`src/rtl/ac_zone_ctrl.sv`:
```
// ac_zone_ctrl: heat/cool zone controller with runtime setpoint and hysteresis,
// minimum on/off dwell timers and a lockout indicator.
// Optional feature macro: AC_FAN_EN adds the fan output with post-run overrun.
module ac_zone_ctrl #(
    parameter int TEMP_W      = 5,
    parameter int HYST_W      = 3,
    parameter int DWELL_W     = 8,
    parameter int MIN_ON      = 4,
    parameter int MIN_OFF     = 3,
    parameter int FAN_OVERRUN = 2
) (
    input  logic              clk,
    input  logic              rst,
    input  logic              enable,
    input  logic [TEMP_W-1:0] temperature,
    input  logic [TEMP_W-1:0] setpoint,
    input  logic [HYST_W-1:0] hyst,
    output logic              heating,
    output logic              cooling,
    output logic              idle,
    output logic              locked
`ifdef AC_FAN_EN
    ,
    output logic              fan
`endif
);

    localparam int EW = TEMP_W + 1;
    localparam logic [DWELL_W-1:0] ON_LIM  = DWELL_W'(MIN_ON - 1);
    localparam logic [DWELL_W-1:0] OFF_LIM = DWELL_W'(MIN_OFF - 1);

    typedef enum logic [1:0] {
        ST_IDLE = 2'b00,
        ST_HEAT = 2'b01,
        ST_COOL = 2'b10
    } state_t;

    state_t             state;
    state_t             next_state;
    logic [DWELL_W-1:0] dwell;
    logic [DWELL_W-1:0] next_dwell;

    logic [EW-1:0] temp_ext;
    logic [EW-1:0] sp_ext;
    logic [EW-1:0] hyst_ext;
    logic          heat_dem;
    logic          cool_dem;

    // Demand detection; compares are one bit wider so temperature+hyst never wraps.
    always_comb begin
        temp_ext = {1'b0, temperature};
        sp_ext   = {1'b0, setpoint};
        hyst_ext = EW'(hyst);
        heat_dem = ((temp_ext + hyst_ext) <= sp_ext) && (temp_ext < sp_ext);
        cool_dem = (temp_ext >= (sp_ext + hyst_ext)) && (temp_ext > sp_ext);
    end

    // Next-state and dwell logic; dwell restarts on any state change and saturates otherwise.
    always_comb begin
        next_state = ST_IDLE;
        next_dwell = '0;
        if (!enable) begin
            next_state = ST_IDLE;
        end else begin
            case (state)
                ST_IDLE: begin
                    next_state = ST_IDLE;
                    if (heat_dem && (dwell >= OFF_LIM)) begin
                        next_state = ST_HEAT;
                    end else if (cool_dem && (dwell >= OFF_LIM)) begin
                        next_state = ST_COOL;
                    end
                end
                ST_HEAT: begin
                    next_state = ST_HEAT;
                    if ((temperature >= setpoint) && (dwell >= ON_LIM)) begin
                        next_state = ST_IDLE;
                    end
                end
                ST_COOL: begin
                    next_state = ST_COOL;
                    if ((temperature <= setpoint) && (dwell >= ON_LIM)) begin
                        next_state = ST_IDLE;
                    end
                end
                default: next_state = ST_IDLE;
            endcase
            if (next_state != state) begin
                next_dwell = '0;
            end else if (&dwell) begin
                next_dwell = dwell;
            end else begin
                next_dwell = dwell + DWELL_W'(1);
            end
        end
    end

    // State and dwell registers; reset leaves the off-time already satisfied.
    always_ff @(posedge clk) begin
        if (rst) begin
            state <= ST_IDLE;
            dwell <= '1;
        end else begin
            state <= next_state;
            dwell <= next_dwell;
        end
    end

    assign heating = (state == ST_HEAT);
    assign cooling = (state == ST_COOL);
    assign idle    = (state == ST_IDLE);
    assign locked  = idle && (heat_dem || cool_dem) && (dwell < OFF_LIM);

`ifdef AC_FAN_EN
    localparam logic [DWELL_W:0] FAN_LIM = (DWELL_W + 1)'(FAN_OVERRUN);

    logic ran;

    // Remembers that the plant has run since reset so the overrun only follows real activity.
    always_ff @(posedge clk) begin
        if (rst) begin
            ran <= 1'b0;
        end else if ((next_state != state) && (next_state != ST_IDLE)) begin
            ran <= 1'b1;
        end
    end

    assign fan = heating || cooling || (idle && ran && ({1'b0, dwell} < FAN_LIM));
`endif

endmodule

```
`config.mk`:
```
export PLATFORM = sky130hd
export DESIGN_NAME = ac_zone_ctrl
export DESIGN_NICKNAME = d
export VERILOG_FILES = /design/src/rtl/ac_zone_ctrl.sv
export SDC_FILE = /design/constraint.sdc
export NUM_CORES = 1
export LEC_CHECK = 0
export CORE_ASPECT_RATIO = 1.4
export CORE_MARGIN = 2
export CORE_UTILIZATION = 51
export DETAILED_ROUTE_END_ITERATION = 10
export GPL_TIMING_DRIVEN = 0
export PLACE_DENSITY = 0.74
export SLEW_MARGIN = 40
export SYNTH_ARGS = -nofsm -noshare
export SYNTH_HDL_FRONTEND = slang
export SYNTH_SLANG_ARGS = --single-unit
```
`constraint.sdc`:
```
create_clock -name clk -period 3.8 [get_ports clk]
set_clock_uncertainty 0.05 [all_clocks]
set_input_delay 0.76 -clock clk [delete_from_list [all_inputs] [get_ports clk]]
set_output_delay 0.76 -clock clk [all_outputs]
set_load 0.01 [all_outputs]
```
==> impl_metrics.tcl <==
set metrics [dict create \
    leakage_uw 0.000746 \
    num_io_pins 20 \
    yosys.area.top_type "ha_1" \
    ant_nets 0 \
    areaGrowthSynthToFinish_pct 32.6 \
    antenna_found_initial 0 \
    clk_pin_slew_ns 0.07 \
    place_congestion 0.841 \
    dieWidth_um 45.7 \
    grt_usage 0.225 \
    crit_start "temperature[0]" \
    die_y_um 62.3 \
    synth_nets 189 \
    outcome "finished with violations" \
    drv_slew 0 \
    drive_gt1_frac 0.247 \
    slowest_delay_ns 0.34 \
    drv_cap 0 \
    root_buffer "clkbuf_4" \
    routedWlPerCell_um 15.1 \
    fin_ws_ns -0.151 \
    syn_inst 148 \
    vias 1193 \
    violations "setup timing" \
    worstHoldPathCells 2 \
    start_kind "input pin" \
    post-route-period-util 1.04 \
    port_buffers 19 \
    min_to "dwell[3]" \
    synth-seq-cells 10 \
    worst_pin_slew_ns 0.642 \
    placementRows 21 \
    synth_edf_count 0 \
    synth.area.top_cells "ha_1 (23%), dfxtp_1 (16%), inv_1 (4.2%), xnor2_1 (4.2%), a21oi_1 (3.6%)" \
    power_density_nw_per_um2 293 \
    cts_made_buffers 3 \
    netlist_area_um2 1240 \
    path_cells "buf_8 -> ha_4 -> buf_6 -> a21o_1 -> a21oi_4 -> xnor2_1 -> ha_1 -> nand4_1 -> mux2i_1 -> a21oi_1 -> nor3_1 -> a31oi_2 -> nor4b_2 -> buf_2" \
    yosysWarnings 0 \
    post_synth.cell_area_avg_um2 8.37 \
    grt_pass1_vias 1215 \
    cts.path.max_buffers 2 \
    dp.cells 190 \
    slew_headroom 0.567 \
    h-tree-depth 1 \
    cts_tree "done" \
    postPlaceCellArea_um2 1460 \
    post_synth_num_cell_types 37 \
    path_buf_inv 3 \
    setup-violations-final 1 \
    hold_path.class "flop to flop" \
    end_kind "primary output" \
    grt_pass1_wl_mm 4.86 \
    multi_input_area_um2 1080 \
    r2r-start "dwell[2]" \
    crit_required_ns 2.99 \
    fin_crit_ns 3.95 \
    core_area_um2 2340 \
    drc 0 \
    synthFlopType "dfxtp_1" \
    overflow 0 \
    start_util 0.530 \
    die_area_um2 2840 \
    via_per_inst 5.94 \
    clk_latency_ns 0.26 \
    r2r-end "dwell[2]" \
    fillers 190 \
    area.sequential_um2 200 \
    hold_start "dwell[3]" \
    fmax_mhz 253 \
    final_cells 201 \
    hold_viol 0 \
    cp_top_family "simple AND/OR/NAND/NOR gates" \
    critPathKind "input pin to primary output" \
    final_nets 220 \
    reg2reg_slack_ns 1.57 \
    cp.arrival_ns 3.14 \
    async_flop_share 0 \
    final_cell_area_um2 1640 \
    clock-sinks 10 \
    peakVddDrop_mv 0.224 \
    first_pass_iters 4 \
    seq_area_frac_synth 0.162 \
    dp_hpwl_mm 2.39 \
    totalWireLength_mm 3.03 \
    hold_buffers 0 \
    synth.top_cell.area_share 0.232 \
    grt_max_degree 10 \
    path_max_fanout 3 \
    rsz0062_at_grt "true" \
    reg2reg_depth 6 \
    critPathSlowestCell "ha_1" \
    antennaDiodeCount 0 \
    initialDrtViolationCount 29 \
]
[flip-flops by register name (all words and copies together) (netlist names)]
name / cells
dwell: 8
state: 2
[Yosys cell counts, types with 2 or more instances]
library cell / count
ha_1: 23
inv_1: 14
nand2_1: 11
dfxtp_1: 10
a21oi_1: 9
nand3_1: 8
nor2b_1: 7
o21ai_0: 7
o21bai_1: 6
xnor2_1: 6
nor2_1: 5
a21o_1: 4
nand2b_1: 3
nand4_1: 3
xor2_1: 3
a31oi_1: 2
fa_1: 2
mux2i_1: 2
o21bai_2: 2
o31a_1: 2
or3_1: 2
or4_1: 2
[final cells by class]
cell class,instances,area share
clock buffers,4,0.0221
well taps,23,0.0175
multi-input cells,124,0.656
inverters,14,0.0320
flip-flops and latches,10,0.122
repair buffers,26,0.151
[worst max path at each step]
stage | end | cells past startpoint | slack, ns
final | locked | 14 | -0.15
after global placement | locked | 13 | -0.99
after detailed placement | locked | 13 | -1.07
after global routing | locked | 14 | -0.25
after floorplan | locked | 12 | 0.12
after CTS | locked | 11 | 0.0007
[cell families (layout without fill, tap and decap cells)]
| kind of cell | Yosys count | count (layout) | share of synthesized area |
|---|---|---|---|
| AOI/OAI and AO/OA | 39 | 39 | 0.230 |
| buffers and inverters | 14 | 44 | 0.0424 |
| and+or+nand+nor | 48 | 48 | 0.212 |
| muxes | 3 | 3 | 0.0253 |
| adders and majority gates | 25 | 25 | 0.265 |
| DFF | 10 | 10 | 0.162 |
| xor gates and xnor gates | 9 | 9 | 0.0636 |
[stage by stage]
step	total power, uW	worst slack [ns]	setup TNS (ns)	utilization	hold slack, ns
after floorplan	290	0.117	0	-	0.497
after global placement	346	-0.990	-1.40	0.623	0.527
after detailed placement	355	-1.07	-2.24	0.623	0.561
after CTS	467	0.000695	0	0.674	0.575
after global routing	520	-0.251	-0.251	0.703	0.636
final	482	-0.151	-0.151	0.703	0.579
[per-layer routing]
layer	up-vias	global-route usage	part of all wire
met1	564	0.213	0.36
met4	0	0.0956	0.029
met2	26	0.447	0.58
li1	595	-	-
met3	8	0.00872	0.025
met5	-	0	0
[worst register-to-register path, stage by stage (launching register included)]
cell	delay (ns)
dfxtp_1	0.35
or4_1	0.55
or3_1	0.36
nand2b_4	0.18
a31oi_2	0.24
o2111ai_4	0.23
o21bai_1	0.20
[cell usage in the layout, fill, tap and decap left out, types with 4 or more instances in the layout]
master / count
nor2_1: 5
nor2b_1: 6
a21o_1: 4
a21oi_1: 8
ha_1: 18
nand3_1: 8
buf_4: 6
dfxtp_1: 10
o21ai_0: 4
clkdlybuf4s50_1: 10
o21bai_1: 6
nand2_1: 11
xnor2_1: 6
inv_2: 4
inv_1: 10
ha_4: 4
[report_power, final]
group          leakage [uW]  switching (uW)  internal [uW]
Combinational      0.000641             124            120
Clock             0.0000210            37.5           58.1
Sequential        0.0000837            20.9            121
[timing repair]
item,in CTS,in global routing
endpoints found under the setup margin,1,1
gates resized for setup,44,21
pin swaps,18,15
buffers inserted,3,4
No activity file was read; power rests on OpenSTA's default activity.
==> RTL change (config.mk and constraints unchanged) <==
Add a define of `AC_FAN_EN`.
--- a/src/rtl/ac_zone_ctrl.sv
+++ b/src/rtl/ac_zone_ctrl.sv
@@ -1,6 +1,8 @@
 // ac_zone_ctrl: heat/cool zone controller with runtime setpoint and hysteresis,
 // minimum on/off dwell timers and a lockout indicator.
 // Optional feature macro: AC_FAN_EN adds the fan output with post-run overrun.
+`define AC_FAN_EN
+
 module ac_zone_ctrl #(
     parameter int TEMP_W      = 5,
     parameter int HYST_W      = 3,
Check against the original RTL (old outputs only; new: fan): equivalent (equiv_simple and equiv_induct, registers matched by name and starting in step).
==> RTL change against the unedited design <==
Final area is 7.3% higher; the run now ends clean; wire length rose by 14%; sequential power increased by 8%; setup slack better by 0.21 ns; area after synthesis is 12% higher; first-iteration DRC count down 3.4%; sequential cell count is 1 higher; power increased by 6.1%.
==> RTL change: results (changes against the unedited design) <==
dpl hpwl=2.669 mm (+12%); Non-clock inverters=20 (+6); synth top area cells=ha_1, dfxtp_1, inv_1; Clock group=0.0000807 W (-16%); dpl ws=-0.8043 ns (+0.2681 ns); DRT iter0 DRCs=28 (-3.4%); GR Util met3=1.923% (+1.1 points); #MultiIn Comb=132 (+6.5%); dpl cells=219 (+15%); status=finished clean; M2 GR Usage=44.00% (-0.72 points); Rel. slew slack=70.12% (+13 points); met1 wire length=1.305 mm (+19%); worst hold slack=0.4497 ns (-0.1291 ns); Synth cell types=45 (+22%); Worst R2R Path Depth=7 (+1); placer congestion estimate=0.7939 (-5.6%); Sequential cell area=220.2 um2 (+10%); RR Startpoint=state[1]; met1 layer usage reported by global route=25.55% (+4.2 points); I/O Buffers=20 (+1); Seq pwr share=29.9% (+0.4 points); register area share after synthesis=15.94% (-0.22 points); Layout clock area frac=1.490% (-0.72 points); average cell area after synthesis=8.474 um2 (+1.3%); R2R setup slack=1.59 ns (+0.02 ns); Synth top cells by count=ha_1, inv_1, dfxtp_1, nand2_1, nor2_1; WL met2=2.008 mm (+13%); syn_nets=208 (+10%); worst hold path startpoint=ran; Hold Path End=ran; Lkg Pwr=0.7810 nW (+4.7%); drt wl/cell=15.14 um (+0.37%); Seq cells=11 (+1); post-placement cell area=0.001627 mm2 (+12%); CP Data Arrival Time=2.93 ns (-0.21 ns); Design Power=0.0005112 W (+6.1%); Max IR drop VDD=0.2188 mV (-2.2%); overall global routing resource usage=23.95% (+1.5 points); Via-to-Cell Ratio=5.751 (-3.1%); top flop regs=dwell: 8 flops, state: 2 flops, ran: 1 flops; DR WL met3=78 um (+4.0%); multi-input combinational area share=66.43% (+0.86 points); layout buffering overhead excluding clock cells=12.78% (-2.3 points); worst hold path depth=1 (-1); Non-Filler Instances=229 (+14%)
-- RTL change: worst max-delay path by stage --
| stage | end | cells after the start | from | slack [ns] |
|---|---|---|---|---|
| after CTS | locked | 12 | temperature[2] | 0.02 |
| final | locked | 12 | hyst[1] | 0.06 |
| after global routing | locked | 12 | hyst[1] | -0.06 |
| after floorplan | locked | 10 | temperature[0] | 0.37 |
| after detailed placement | locked | 12 | hyst[0] | -0.80 |
| after global placement | locked | 13 | setpoint[0] | -0.78 |
-- RTL change: worst max-delay path, delay by kind of cell --
kind | cells | cell delay, ns
AND/OR/NAND/NOR | 1 | 0.09
XOR/XNOR | 1 | 0.14
buffers and inverters | 2 | 0.42
adder cells (fa/ha/maj) | 2 | 0.59
AO/OA/AOI/OAI | 6 | 0.93
-- RTL change: cell families after synthesis --
family / share of synthesized area (%)
AO/OA/AOI/OAI: 26.36
XOR/XNOR: 6.340
adder cells (fa/ha/maj): 27.35
buffers and inverters: 5.435
flip-flops: 15.94
multiplexers: 1.087
AND/OR/NAND/NOR: 17.48
